`config.mk`:
```
export PLATFORM = sky130hd
export DESIGN_NAME = seq_booth_multiplier
export DESIGN_NICKNAME = d
export VERILOG_FILES = /design/src/rtl/mul_pkg.sv /design/src/rtl/booth_step.sv /design/src/rtl/seq_booth_multiplier.sv
export SDC_FILE = /design/constraint.sdc
export NUM_CORES = 1
export LEC_CHECK = 0
export CAP_MARGIN = 25
export CORE_UTILIZATION = 55
export DETAILED_ROUTE_END_ITERATION = 10
export DONT_BUFFER_PORTS = 1
export GPL_TIMING_DRIVEN = 0
export PLACE_DENSITY = 0.83
export SYNTH_ARGS = -nofsm -noshare
export SYNTH_HDL_FRONTEND = slang
export SYNTH_SLANG_ARGS = --single-unit
```
`constraint.sdc`:
```
create_clock -name clock -period 4.2 [get_ports clock]
set_input_delay 0.42 -clock clock [delete_from_list [all_inputs] [get_ports clock]]
set_output_delay 0.42 -clock clock [all_outputs]
set_load 0.02 [all_outputs]
```
`src/rtl/mul_pkg.sv`:
```
// rtl/mul_pkg.sv - shared types and Booth opcodes for the sequential multiplier
package mul_pkg;

  typedef enum logic [1:0] {
    IDLE = 2'd0,
    RUN  = 2'd1,
    DONE = 2'd2
  } state_t;

  typedef logic [1:0] booth_op_t;

  localparam booth_op_t BOOTH_NOP = 2'b00;
  localparam booth_op_t BOOTH_ADD = 2'b01;
  localparam booth_op_t BOOTH_SUB = 2'b10;

  // Radix-2 recoding of the current multiplier bit pair {Q[0], q_m1}
  function automatic booth_op_t booth_decode(input logic q0, input logic q_m1);
    case ({q0, q_m1})
      2'b01:   return BOOTH_ADD;
      2'b10:   return BOOTH_SUB;
      default: return BOOTH_NOP;
    endcase
  endfunction

endpackage

```
`src/rtl/booth_step.sv`:
```
// rtl/booth_step.sv - one combinational radix-2 Booth add/sub and arithmetic shift
module booth_step
  import mul_pkg::*;
#(
  parameter int WIDTH = 32
) (
  input  logic [WIDTH:0]   a,
  input  logic [WIDTH-1:0] q,
  input  logic             q_m1,
  input  logic [WIDTH:0]   m,
  output logic [WIDTH:0]   a_next,
  output logic [WIDTH-1:0] q_next,
  output logic             q_m1_next
);

  logic [WIDTH:0] sum;

  // Add or subtract the multiplicand, then shift {A,Q,q_m1} right keeping A's sign
  always_comb begin
    sum = a;
    case (booth_decode(q[0], q_m1))
      BOOTH_ADD: sum = a + m;
      BOOTH_SUB: sum = a - m;
      default:   sum = a;
    endcase
    a_next    = {sum[WIDTH], sum[WIDTH:1]};
    q_next    = {sum[0], q[WIDTH-1:1]};
    q_m1_next = q[0];
  end

endmodule

```
`src/rtl/seq_booth_multiplier.sv`:
```
// rtl/seq_booth_multiplier.sv - sequential radix-2 Booth signed multiplier with start/done handshake
module seq_booth_multiplier
  import mul_pkg::*;
#(
  parameter  int WIDTH = 32,
  localparam int CNT_W = $clog2(WIDTH + 1)
) (
  input  logic             clock,
  input  logic             reset_n,
  input  logic             start,
  input  logic [WIDTH-1:0] multiplicand,
  input  logic [WIDTH-1:0] multiplier,
  output logic             busy,
  output logic             done,
  output logic [WIDTH-1:0] product_hi,
  output logic [WIDTH-1:0] product_lo
);

  state_t           state;
  logic [WIDTH:0]   a_reg;
  logic [WIDTH:0]   m_reg;
  logic [WIDTH-1:0] q_reg;
  logic             q_m1;
  logic [CNT_W-1:0] count;

  logic [WIDTH:0]   a_next;
  logic [WIDTH-1:0] q_next;
  logic             q_m1_next;

  booth_step #(.WIDTH(WIDTH)) u_step (
    .a         (a_reg),
    .q         (q_reg),
    .q_m1      (q_m1),
    .m         (m_reg),
    .a_next    (a_next),
    .q_next    (q_next),
    .q_m1_next (q_m1_next)
  );

  // Control FSM and datapath: accept in IDLE, one Booth step per RUN edge, publish on the last step
  always_ff @(posedge clock or negedge reset_n) begin
    if (!reset_n) begin
      state      <= IDLE;
      busy       <= 1'b0;
      done       <= 1'b0;
      product_hi <= '0;
      product_lo <= '0;
      a_reg      <= '0;
      m_reg      <= '0;
      q_reg      <= '0;
      q_m1       <= 1'b0;
      count      <= '0;
    end else begin
      case (state)
        IDLE: begin
          done <= 1'b0;
          if (start) begin
            m_reg <= {multiplicand[WIDTH-1], multiplicand};
            q_reg <= multiplier;
            a_reg <= '0;
            q_m1  <= 1'b0;
            count <= '0;
            busy  <= 1'b1;
            state <= RUN;
          end
        end
        RUN: begin
          a_reg <= a_next;
          q_reg <= q_next;
          q_m1  <= q_m1_next;
          count <= count + CNT_W'(1);
          if (count == CNT_W'(WIDTH - 1)) begin
            product_hi <= a_next[WIDTH-1:0];
            product_lo <= q_next;
            busy       <= 1'b0;
            done       <= 1'b1;
            state      <= DONE;
          end
        end
        DONE: begin
          done  <= 1'b0;
          state <= IDLE;
        end
        default: begin
          busy  <= 1'b0;
          done  <= 1'b0;
          state <= IDLE;
        end
      endcase
    end
  end

endmodule
```
==> run metrics <==
status=finished with violations; failing checks=hold timing, setup timing; top cells by count, synth=193 x nand2_1, 171 x dfrtp_1, 92 x a21oi_1; DR pass1 iterations=5; Max Clock Skew=0.00978 ns; Area contributors post-synth=dfrtp_1 44%, nand2_1 7.4%, a21oi_1 4.7%; post-route ant nets=0; htree depth=4; Final Cycle Share=1.05; count leader, synth=nand2_1; initial antenna violation count=0; final setup violation count=7; crit path launch type=flop; Initial Util=0.564; Synth Instances=1,079; final worst path period need=4.42 ns; post-detail-place hpwl=about 18,000 um; vias per std cell=6.29; Worst setup EP type=flop; Seq/Total Area, Yosys=0.437; synth-to-layout area growth=14.3%; Fmax achieved=226 MHz; WL/cell=~20 um; vias in the first global route=8,047; Final nets=1,226; pin count of the biggest net entering global routing=roughly 170; FP Rows=48; Worst Path Arrival=4.79 ns; Post-Synthesis Cell Area=9790 um^2; CP required=4.57 ns; worst-path fanout max=6; post-synth top area share=0.437; leading area contributor after synthesis=dfrtp_1; FFs w/ async S/R, synth=1.00; die width=135 um; Least-Margin Pin Slew=1.04 ns; RSZ-0062 raised after global routing=yes; Reg clk slew, reported paths=0.07 ns; Fin. Hold Viols=171; worst skew pair latency=approximately 0.44 ns; Synth Area per Inst=9.07 um^2; Yosys Warn Count=0; library cells used by synthesis=71; post-route setup TNS=-0.603 ns; Hold Slack=-0.326 ns; fillers=1,314; Inserted Clock Buffers=17; clock sinks=around 170; IO buf count=0; I/O Pins=133; Synth Flop Type=dfrtp_1; routed wire length=27,100 um; Yosys reg bits=171; 1st-iter DRT viols=850; root buffer cell=clkbuf_16; share of cells above drive strength 1=0.149; critical path class=reg -> reg; drt drc=0; # diodes=0; min-delay worst type=in -> async; DIE AREA=18,300 um^2; Max-Cap Viols=0; Total Routing Usage GR=0.291; Clock Path Buffers=2; final worst slack=-0.220 ns; Final Max Slew Viols=0; post-synthesis net count=around 1.2k; CTS tree=built; Vert. Die Dim=135 um; core area=17,400 um^2; Rel. slew slack=0.305; RePlAce Congestion=roughly 0.95; Vias=8,567; first-pass GRT wire length=41,300 um; EDFF count, synth=0; R2R Setup Slk=-0.22 ns; Final Util=0.645; total gr overflow=0
## routing by layer
layer / GRT usage / part of all wire / vias to the layer above
met5: 0 / 0 / -
met4: 0.159 / 0.045 / 0
met3: 0.0640 / 0.079 / 93
met2: 0.454 / 0.47 / 419
met1: 0.379 / 0.40 / 4153
li1: - / - / 3902
## kinds of logic (layout without fill, tap and decap cells)
family          count (synthesis)  in the layout  share of synthesized area
simple gates                  385            385                      0.185
compound gates                296            296                      0.192
flops                         171            171                      0.437
buf+inv                        86            143                     0.0353
xor+xnor                       57             57                     0.0510
mux                            48             48                     0.0535
fa+ha+maj                      36             36                     0.0468
## through the flow
stage | instances | worst slack, ns | hold slack [ns] | area [um^2]
floorplan | 1079 | 0.148 | 0.124 | 9790
global placement | 1304 | -0.620 | 0.135 | 10100
detailed placement | 1304 | -0.690 | 0.135 | 10100
CTS | 1345 | -0.0305 | -0.330 | 10800
global route | 1361 | -0.330 | -0.336 | 11200
finish | 1361 | -0.220 | -0.326 | 11200
## worst max-delay path, stage by stage, from the launching register on
cell	delay, ns
dfrtp_2	0.43
inv_2	0.09
ha_4	0.14
or3b_4	0.40
nor4_4	0.26
nand3b_1	0.19
nor3_1	0.22
nor2_1	0.10
xnor2_1	0.15
ha_1	0.34
nand2_4	0.10
nor3_4	0.22
or4b_4	0.52
o211ai_4	0.21
a41oi_2	0.17
xor2_2	0.20
or4_1	0.49
nand3_1	0.11
## timing repair
action	4_1_cts	5_1_grt
setup endpoints to repair	26	33
buffers inserted	10	17
pin swaps	12	32
gates resized for setup	21	62
hold endpoints to repair	171	171
## layout make-up
| class | count | area (um^2) | share of cell area |
|---|---|---|---|
| well taps | 225 | 282 | 0.0252 |
| inverters | 19 | 71.3 | 0.00637 |
| plain buffers | 65 | 285 | 0.0255 |
| flip-flops and latches | 171 | 4280 | 0.382 |
| multi-input cells | 822 | 5480 | 0.490 |
| repair buffers | 27 | 206 | 0.0184 |
| clock inverters | 14 | 148 | 0.0132 |
| clock buffers | 18 | 439 | 0.0392 |
## placed cells by master, fill, tap and decap left out, types with 13 or more instances in the layout
master     instances
xnor2_1           43
a22o_1            20
nor3_1            17
nor2_1            55
nor2b_1           37
mux2i_1           13
inv_1             18
ha_1              30
nand3_1           17
o21ai_0           71
buf_4             28
a21oi_1           82
dfrtp_1          170
mux2_2            35
a21o_1            13
a22oi_1           31
nand2_1          191
clkbuf_1          51
clkbuf_16         17
## path summary, 6_finish.rpt
| path | start | end | cells after the start |
|---|---|---|---|
| setup / recovery | m_reg[0]$_DFFE_PN0P_ | product_hi[31]$_DFFE_PN0P_ | 17 |
| hold / removal | reset_n | m_reg[3]$_DFFE_PN0P_ | 0 |
| setup reg to reg | m_reg[0]$_DFFE_PN0P_ | product_hi[31]$_DFFE_PN0P_ | 17 |
| hold reg to reg | count[5]$_DFFE_PN0P_ | count[5]$_DFFE_PN0P_ | 1 |
| max in group asynchronous | reset_n | q_reg[6]$_DFFE_PN0P_ | 0 |
| min in group clock | multiplicand[0] | m_reg[0]$_DFFE_PN0P_ | 2 |
Power is not shown: default switching activity piles up to over one toggle a cycle in this logic, so the estimate is an artifact.
==> RTL edit 1 (same flow settings) <==
Encoding of `state_t`: now one-hot (3 bits for 3 states).
--- a/src/rtl/mul_pkg.sv
+++ b/src/rtl/mul_pkg.sv
@@ -1,10 +1,10 @@
 // rtl/mul_pkg.sv - shared types and Booth opcodes for the sequential multiplier
 package mul_pkg;
 
-  typedef enum logic [1:0] {
-    IDLE = 2'd0,
-    RUN  = 2'd1,
-    DONE = 2'd2
+  typedef enum logic [2:0] {
+    IDLE = 3'b001,
+    RUN  = 3'b010,
+    DONE = 3'b100
   } state_t;
 
   typedef logic [1:0] booth_op_t;
Check against the original RTL: no difference found for any inputs over 10 cycles, from zero or initial values and one cycle with reset_n low; not proved beyond that.
==> RTL edit 1 against the original RTL <==
- the flow finishes with violations (hold timing)
- largest cell class unchanged
- critical path depth is 2 higher
- worst setup slack better by 390 ps
- sequential cell count grew 1
- core utilization is 0.17 points lower
- final area fell by 7.7%
- wire length fell by 10%
- critical endpoint is now product_hi[24]$_DFFE_PN0P_
- count of clock-buffer cells in the layout is 1 lower
- first-iteration DRC count is 26% lower
- area after synthesis is 6.9% lower
- via count fell by 8.0%
==> RTL edit 1: results (changes against the original RTL) <==
stage,metric,value,unit,change
run_status,status,"finished, violations left",,
run_status,failing checks,hold timing,,
global_route,number of global-route vias before repair,7457,,-7.3%
worst_setup_path,slowest CP cell,dfrtp_2,,
clock_tree,CTS root buffer,clkbuf_16,,
clock_tree,Longest Clk Path Bufs,2,,unchanged
placed_design,DP Wirelength,17200,um,-6.8%
layout,filler cell count,1240,,-5.6%
timing,Worst Tran Pin Value,743,ps,-295 ps
detailed_routing,DR pass1 iterations,6,,+1
placed_design,DP Area,9390,sq um,-6.8%
timing,highest clock rate,248,MHz,+9.6%
worst_setup_path,slowest cell delay on critical path,420,ps,-100 ps
worst_setup_path,largest delay contributor family on the critical path,compound AO/OA/AOI/OAI gates,,
detailed_routing,"antenna viol nets, final",0,,unchanged
global_route,first-pass GRT wire length,37600,um,-8.9%
timing,Min Hold Slack,-324,ps,+1.55 ps
worst_setup_path,worst-path maximum fanout,7,,+1
layout,Layout Nets,1202,,-2.0%
detailed_routing,detailed-route DRC error count,0,,unchanged
worst_setup_path,crit path DAT,4360,ps,-430 ps
synth,synth top area cells,"dfrtp_1, nand2_1, ha_1",,
synth,synth cell count leaders,"nand2_1, dfrtp_1, nor2_1",,
timing,final hold violations,171,,unchanged
timing,Setup Skew,16.2,ps,+6.37 ps
synth,synth warn,0,,unchanged
detailed_routing,final WL,24400,um,-10%
global_route,initial antenna violation count,0,,unchanged
power,internal power,5020,uW,
detailed_routing,via count,7882,,-8.0%
worst_setup_path,worst reg2reg path depth,19,,+2
synth,Synth async-reset ratio,100,%,unchanged
power,Static Leak,0.00465,uW,
placed_design,Post-Place Setup Slack,-575,ps,+114 ps
placed_design,RePlAce Congestion,0.978,,+3.0%
global_route,GRT Util Overall,28.9,%,-0.25 points
detailed_routing,number of DRC markers in iteration 0,629,,-26%
synth,"Seq/Total Area, Yosys",47.2,%,+3.5 points
layout,antenna diode count,0,,unchanged
worst_hold_path,Worst Hold Class,in2async,,
clock_tree,CTS Buf Count,17,,unchanged
die,Starting Density,56.8,%,+0.38 points
synth,"Distinct cells, synth",62,,-13%
global_route,largest net degree at the start of global routing,173,,+0.58%
clock_tree,H-tree lvl count,4,,unchanged
layout,share of cells above drive strength 1,8.54,%,-6.3 points
clock_tree,Worst-Skew Late Latency,450,ps,
synth,most instantiated library cell after synthesis,nand2_1,,
RTL edit 1: timing repair:
item	in CTS	in global routing
endpoints found under the hold margin	172	172
gates resized for setup	10	33
pin swaps	2	11
endpoints found under the setup margin	38	31
setup buffers	3	11
RTL edit 1: kinds of logic (layout without fill, tap and decap cells):
group | after synthesis | in the layout | synth area share (%)
and+or+nand+nor | 486 | 486 | 21.9
AOI/OAI and AO/OA | 228 | 228 | 15.7
DFF | 172 | 172 | 47.2
buffers and inverters | 75 | 119 | 3.13
xor gates and xnor gates | 58 | 58 | 5.57
adders and majority gates | 36 | 36 | 5.02
muxes | 13 | 13 | 1.50
RTL edit 1: metrics by stage:
step	setup TNS, ps	util (%)	hold slack, ps	std cells
after floorplan	0	-	124	1068
after global placement	-5740	58.5	133	1284
after detailed placement	-9270	58.5	132	1284
after CTS	0	62.9	-343	1319
after global routing	-43.3	64.3	-344	1328
final	0	64.3	-324	1328
RTL edit 1: area by class of cell:
cell class / instances / area [sq um] / area share, %
Multi-Input combinational cell: 821 / 4720 / 45.7
Clock inverter: 15 / 211 / 2.05
Clock buffer: 17 / 425 / 4.12
Buffer: 54 / 216 / 2.10
Tap cell: 216 / 270 / 2.62
Timing Repair Buffer: 14 / 105 / 1.02
Inverter: 19 / 71.3 / 0.691
Sequential cell: 172 / 4310 / 41.7
RTL edit 1: power by group through the flow:
| stage | registers [uW] | clock network, uW | logic [uW] |
|---|---|---|---|
| floorplan | 2430 | 0 | 3880 |
| global placement | 2550 | 0 | 4880 |
| detailed placement | 2560 | 0 | 4970 |
| CTS | 2540 | 1650 | 5070 |
| global route | 2620 | 1720 | 6060 |
| finish | 2570 | 1640 | 5510 |
RTL edit 1: per-layer routing:
| metal | vias up | global-route usage (%) | routed length (um) |
|---|---|---|---|
| met5 | - | 0 | 0 |
| met4 | 0 | 13.6 | 968 |
| met3 | 68 | 7.04 | 1940 |
| met2 | 326 | 45.5 | 11300 |
| met1 | 3779 | 37.7 | 10100 |
| li1 | 3709 | - | - |
RTL edit 1: worst paths after layout:
kind | start | end | slack (ps)
min in group clock | multiplicand[2] | m_reg[2]$_DFFE_PN0P_ | 80
setup reg to reg | m_reg[0]$_DFFE_PN0P_ | product_hi[24]$_DFFE_PN0P_ | 170
setup / recovery | m_reg[0]$_DFFE_PN0P_ | product_hi[24]$_DFFE_PN0P_ | 170
hold reg to reg | count[5]$_DFFE_PN0P_ | count[5]$_DFFE_PN0P_ | 490
max in group asynchronous | reset_n | state[0]$_DFFE_PN1P_ | 4150
hold / removal | reset_n | product_hi[30]$_DFFE_PN0P_ | -320
==> RTL edit 2 (same flow settings) <==
Without the edit above. `WIDTH` is set to 32 in 2 places; all go to 64.
--- a/src/rtl/booth_step.sv
+++ b/src/rtl/booth_step.sv
@@ -2,7 +2,7 @@
 module booth_step
   import mul_pkg::*;
 #(
-  parameter int WIDTH = 32
+  parameter int WIDTH = 64
 ) (
   input  logic [WIDTH:0]   a,
   input  logic [WIDTH-1:0] q,
--- a/src/rtl/seq_booth_multiplier.sv
+++ b/src/rtl/seq_booth_multiplier.sv
@@ -2,7 +2,7 @@
 module seq_booth_multiplier
   import mul_pkg::*;
 #(
-  parameter  int WIDTH = 32,
+  parameter  int WIDTH = 64,
   localparam int CNT_W = $clog2(WIDTH + 1)
 ) (
   input  logic             clock,
Ports: changed (resized multiplicand, multiplier, product_hi and product_lo); port bits go from 133 to 261. The function was not compared with the original's and may differ.
==> RTL edit 2 against the original RTL <==
- sequential cell count is 161 higher
- sequential share of layout area decreased by 4.1 points
- wire length grew to 2.6 times the old value
- the run still ends with hold timing, setup timing left
- worst setup slack got worse by 440 ps
- final area increased by 120%
- count of clock-buffer cells in the layout rose by 28
- area after synthesis up 98%
- critical path depth is 3 higher
- hold slack worse by 110 ps
- non-clock buffer count is 212 higher
- via count increased by 120%
- critical endpoint is now product_hi[54]$_DFFE_PN0P_
Power is left out: it rests on default switching activity, and per cell area and clock period it moved more than threefold.
==> RTL edit 2: results (changes against the original RTL) <==
stage,metric,value,unit,change
timing,Min Hold Slack,-438,ps,-112 ps
placed_design,RePlAce Congestion,0.971,,+2.2%
synth,Synth Flop Type,dfrtp_1,,
synth,synth warn,0,,unchanged
detailed_routing,number of DRC markers in iteration 0,2076,,+140%
synth,syn_nets,2495,,+110%
synth,Synth async-reset ratio,100,%,unchanged
global_route,first-pass GRT wire length,103000,um,+150%
detailed_routing,met3 WL,7020,um,+230%
clock_tree,Longest Clk Path Bufs,3,,+1
global_route,grt ovf,0,,unchanged
layout,Layout Nets,2694,,+120%
timing,Worst Slack Setup Final,-655,ps,-435 ps
placed_design,IO buf count,0,,unchanged
timing,Final setup viols,82,,+75
placed_design,DP Wirelength,47300,um,+160%
worst_setup_path,worst-path maximum fanout,8,,+2
detailed_routing,met2 routed WL,32400,um,+150%
detailed_routing,final WL,69600,um,+160%
clock_tree,CTS Buf Count,36,,+19
timing,Worst Tran Pin Value,1090,ps,+49.8 ps
run_status,status,"finished, violations left",,
layout,share of cells above drive strength 1,18.8,%,+3.9 points
clock_tree,"CTS clk-pin slew, worst paths",60,ps,
synth,synth top area cells,"dfrtp_1, nand2_1, o21ai_0",,
synth,Avg Inst Size Synth,8.43,sq um,-7.1%
synth,synth cell count leaders,"nand2_1, dfrtp_1, o21ai_0",,
clock_tree,Worst-Skew Late Latency,580,ps,+140 ps
detailed_routing,M1 WL,27200,um,+150%
timing,final hold violations,332,,+94%
detailed_routing,via count,18930,,+120%
clock_tree,"Hold-fix buffers, CTS",64,,
synth,"Seq/Total Area, Yosys",42.9,%,-0.76 points
worst_setup_path,worst reg2reg path depth,20,,+3
global_route,number of global-route vias before repair,18294,,+130%
global_route,initial antenna violation count,1,,+1
worst_setup_path,worst r2r dst,product_hi[54]$_DFFE_PN0P_,,
placed_design,placed cell count,2752,,+110%
synth,"Distinct cells, synth",86,,+21%
clock_tree,H-tree lvl count,2,,-2
timing,Setup Skew,26.1,ps,+16.3 ps
worst_setup_path,crit path DAT,5310,ps,+520 ps
worst_setup_path,r2r startpoint,m_reg[6]$_DFFE_PN0P_,,
detailed_routing,top routing layer used,met4,,
detailed_routing,vias per inst,6.36,,+1.0%
detailed_routing,DR pass1 iterations,6,,+1
run_status,failing checks,"hold timing, setup timing",,
global_route,GRT Util Overall,37.1,%,+7.9 points
clock_tree,CTS root buffer,clkbuf_16,,
global_route,largest net degree at the start of global routing,333,,+94%
worst_hold_path,Worst Hold Class,in2async,,
RTL edit 2: cells by family after synthesis:
kind of cell,count (synthesis),synth area share (%)
AO/OA/AOI/OAI,636,20.3
XOR/XNOR,110,4.98
adder cells (fa/ha/maj),68,4.44
buffers and inverters,172,3.41
flip-flops,332,42.9
multiplexers,38,2.13
AND/OR/NAND/NOR,940,21.8
RTL edit 2: layout make-up:
class | count | area (sq um)
diodes | 2 | 5.00
multi-input cells | 1792 | 12100
clock inverters | 17 | 175
repair buffers | 172 | 1560
plain buffers | 132 | 582
well taps | 455 | 569
fillers | 2529 | 10200
flip-flops and latches | 332 | 8310
inverters | 29 | 109
clock buffers | 46 | 1010
RTL edit 2: per-layer routing:
| layer | track usage (%) | up-vias |
|---|---|---|
| met1 | 47.1 | 9233 |
| met5 | 0 | - |
| met2 | 60.3 | 1074 |
| met3 | 9.09 | 196 |
| met4 | 15.7 | 0 |
| li1 | - | 8427 |
RTL edit 2: worst max path at each step:
stage	start	to	slack [ps]	depth (start not counted)
floorplan	m_reg[7]$_DFFE_PN0P_	a_reg[62]$_DFFE_PN0P_	-160	19
detailed placement	q_reg[0]$_DFFE_PN0P_	product_hi[39]$_DFFE_PN0P_	-1560	17
finish	m_reg[6]$_DFFE_PN0P_	product_hi[54]$_DFFE_PN0P_	-660	20
global placement	q_reg[0]$_DFFE_PN0P_	product_hi[39]$_DFFE_PN0P_	-1510	17
global route	m_reg[6]$_DFFE_PN0P_	product_hi[54]$_DFFE_PN0P_	-740	19
CTS	m_reg[7]$_DFFE_PN0P_	a_reg[62]$_DFFE_PN0P_	-540	18
RTL edit 2: metrics by stage:
step / utilization (%) / area [sq um] / setup slack [ps] / setup TNS (ps)
after detailed placement: 58.0 / 20000 / -1560 / -98450
after CTS: 67.1 / 23200 / -536 / -22070
after global placement: 58.0 / 20000 / -1510 / -93770
after global routing: 70.6 / 24400 / -740 / -43170
after floorplan: - / 19500 / -160 / -1050
final: 70.6 / 24400 / -655 / -31350
RTL edit 2: repair_timing:
| item | CTS | global route |
|---|---|---|
| endpoints found under the hold margin | 396 | 332 |
| endpoints found under the setup margin | 112 | 103 |
| pin swaps | 66 | 85 |
| setup buffers | 57 | 52 |
| resized for setup | 217 | 198 |
RTL edit 2: worst max-delay path, cell delays in order (launching register included):
cell	delay, ps
dfrtp_1	430
or3_4	350
or3_4	370
or3_4	450
nor2_4	160
nor2_1	120
xnor2_2	250
ha_1	300
buf_6	150
a21oi_4	200
o2111ai_4	130
a211oi_2	210
buf_4	170
a2111oi_4	80
o2111ai_2	310
nand2_2	150
a21oi_4	250
buf_6	140
xor2_1	130
o21ai_1	90
mux2_4	300
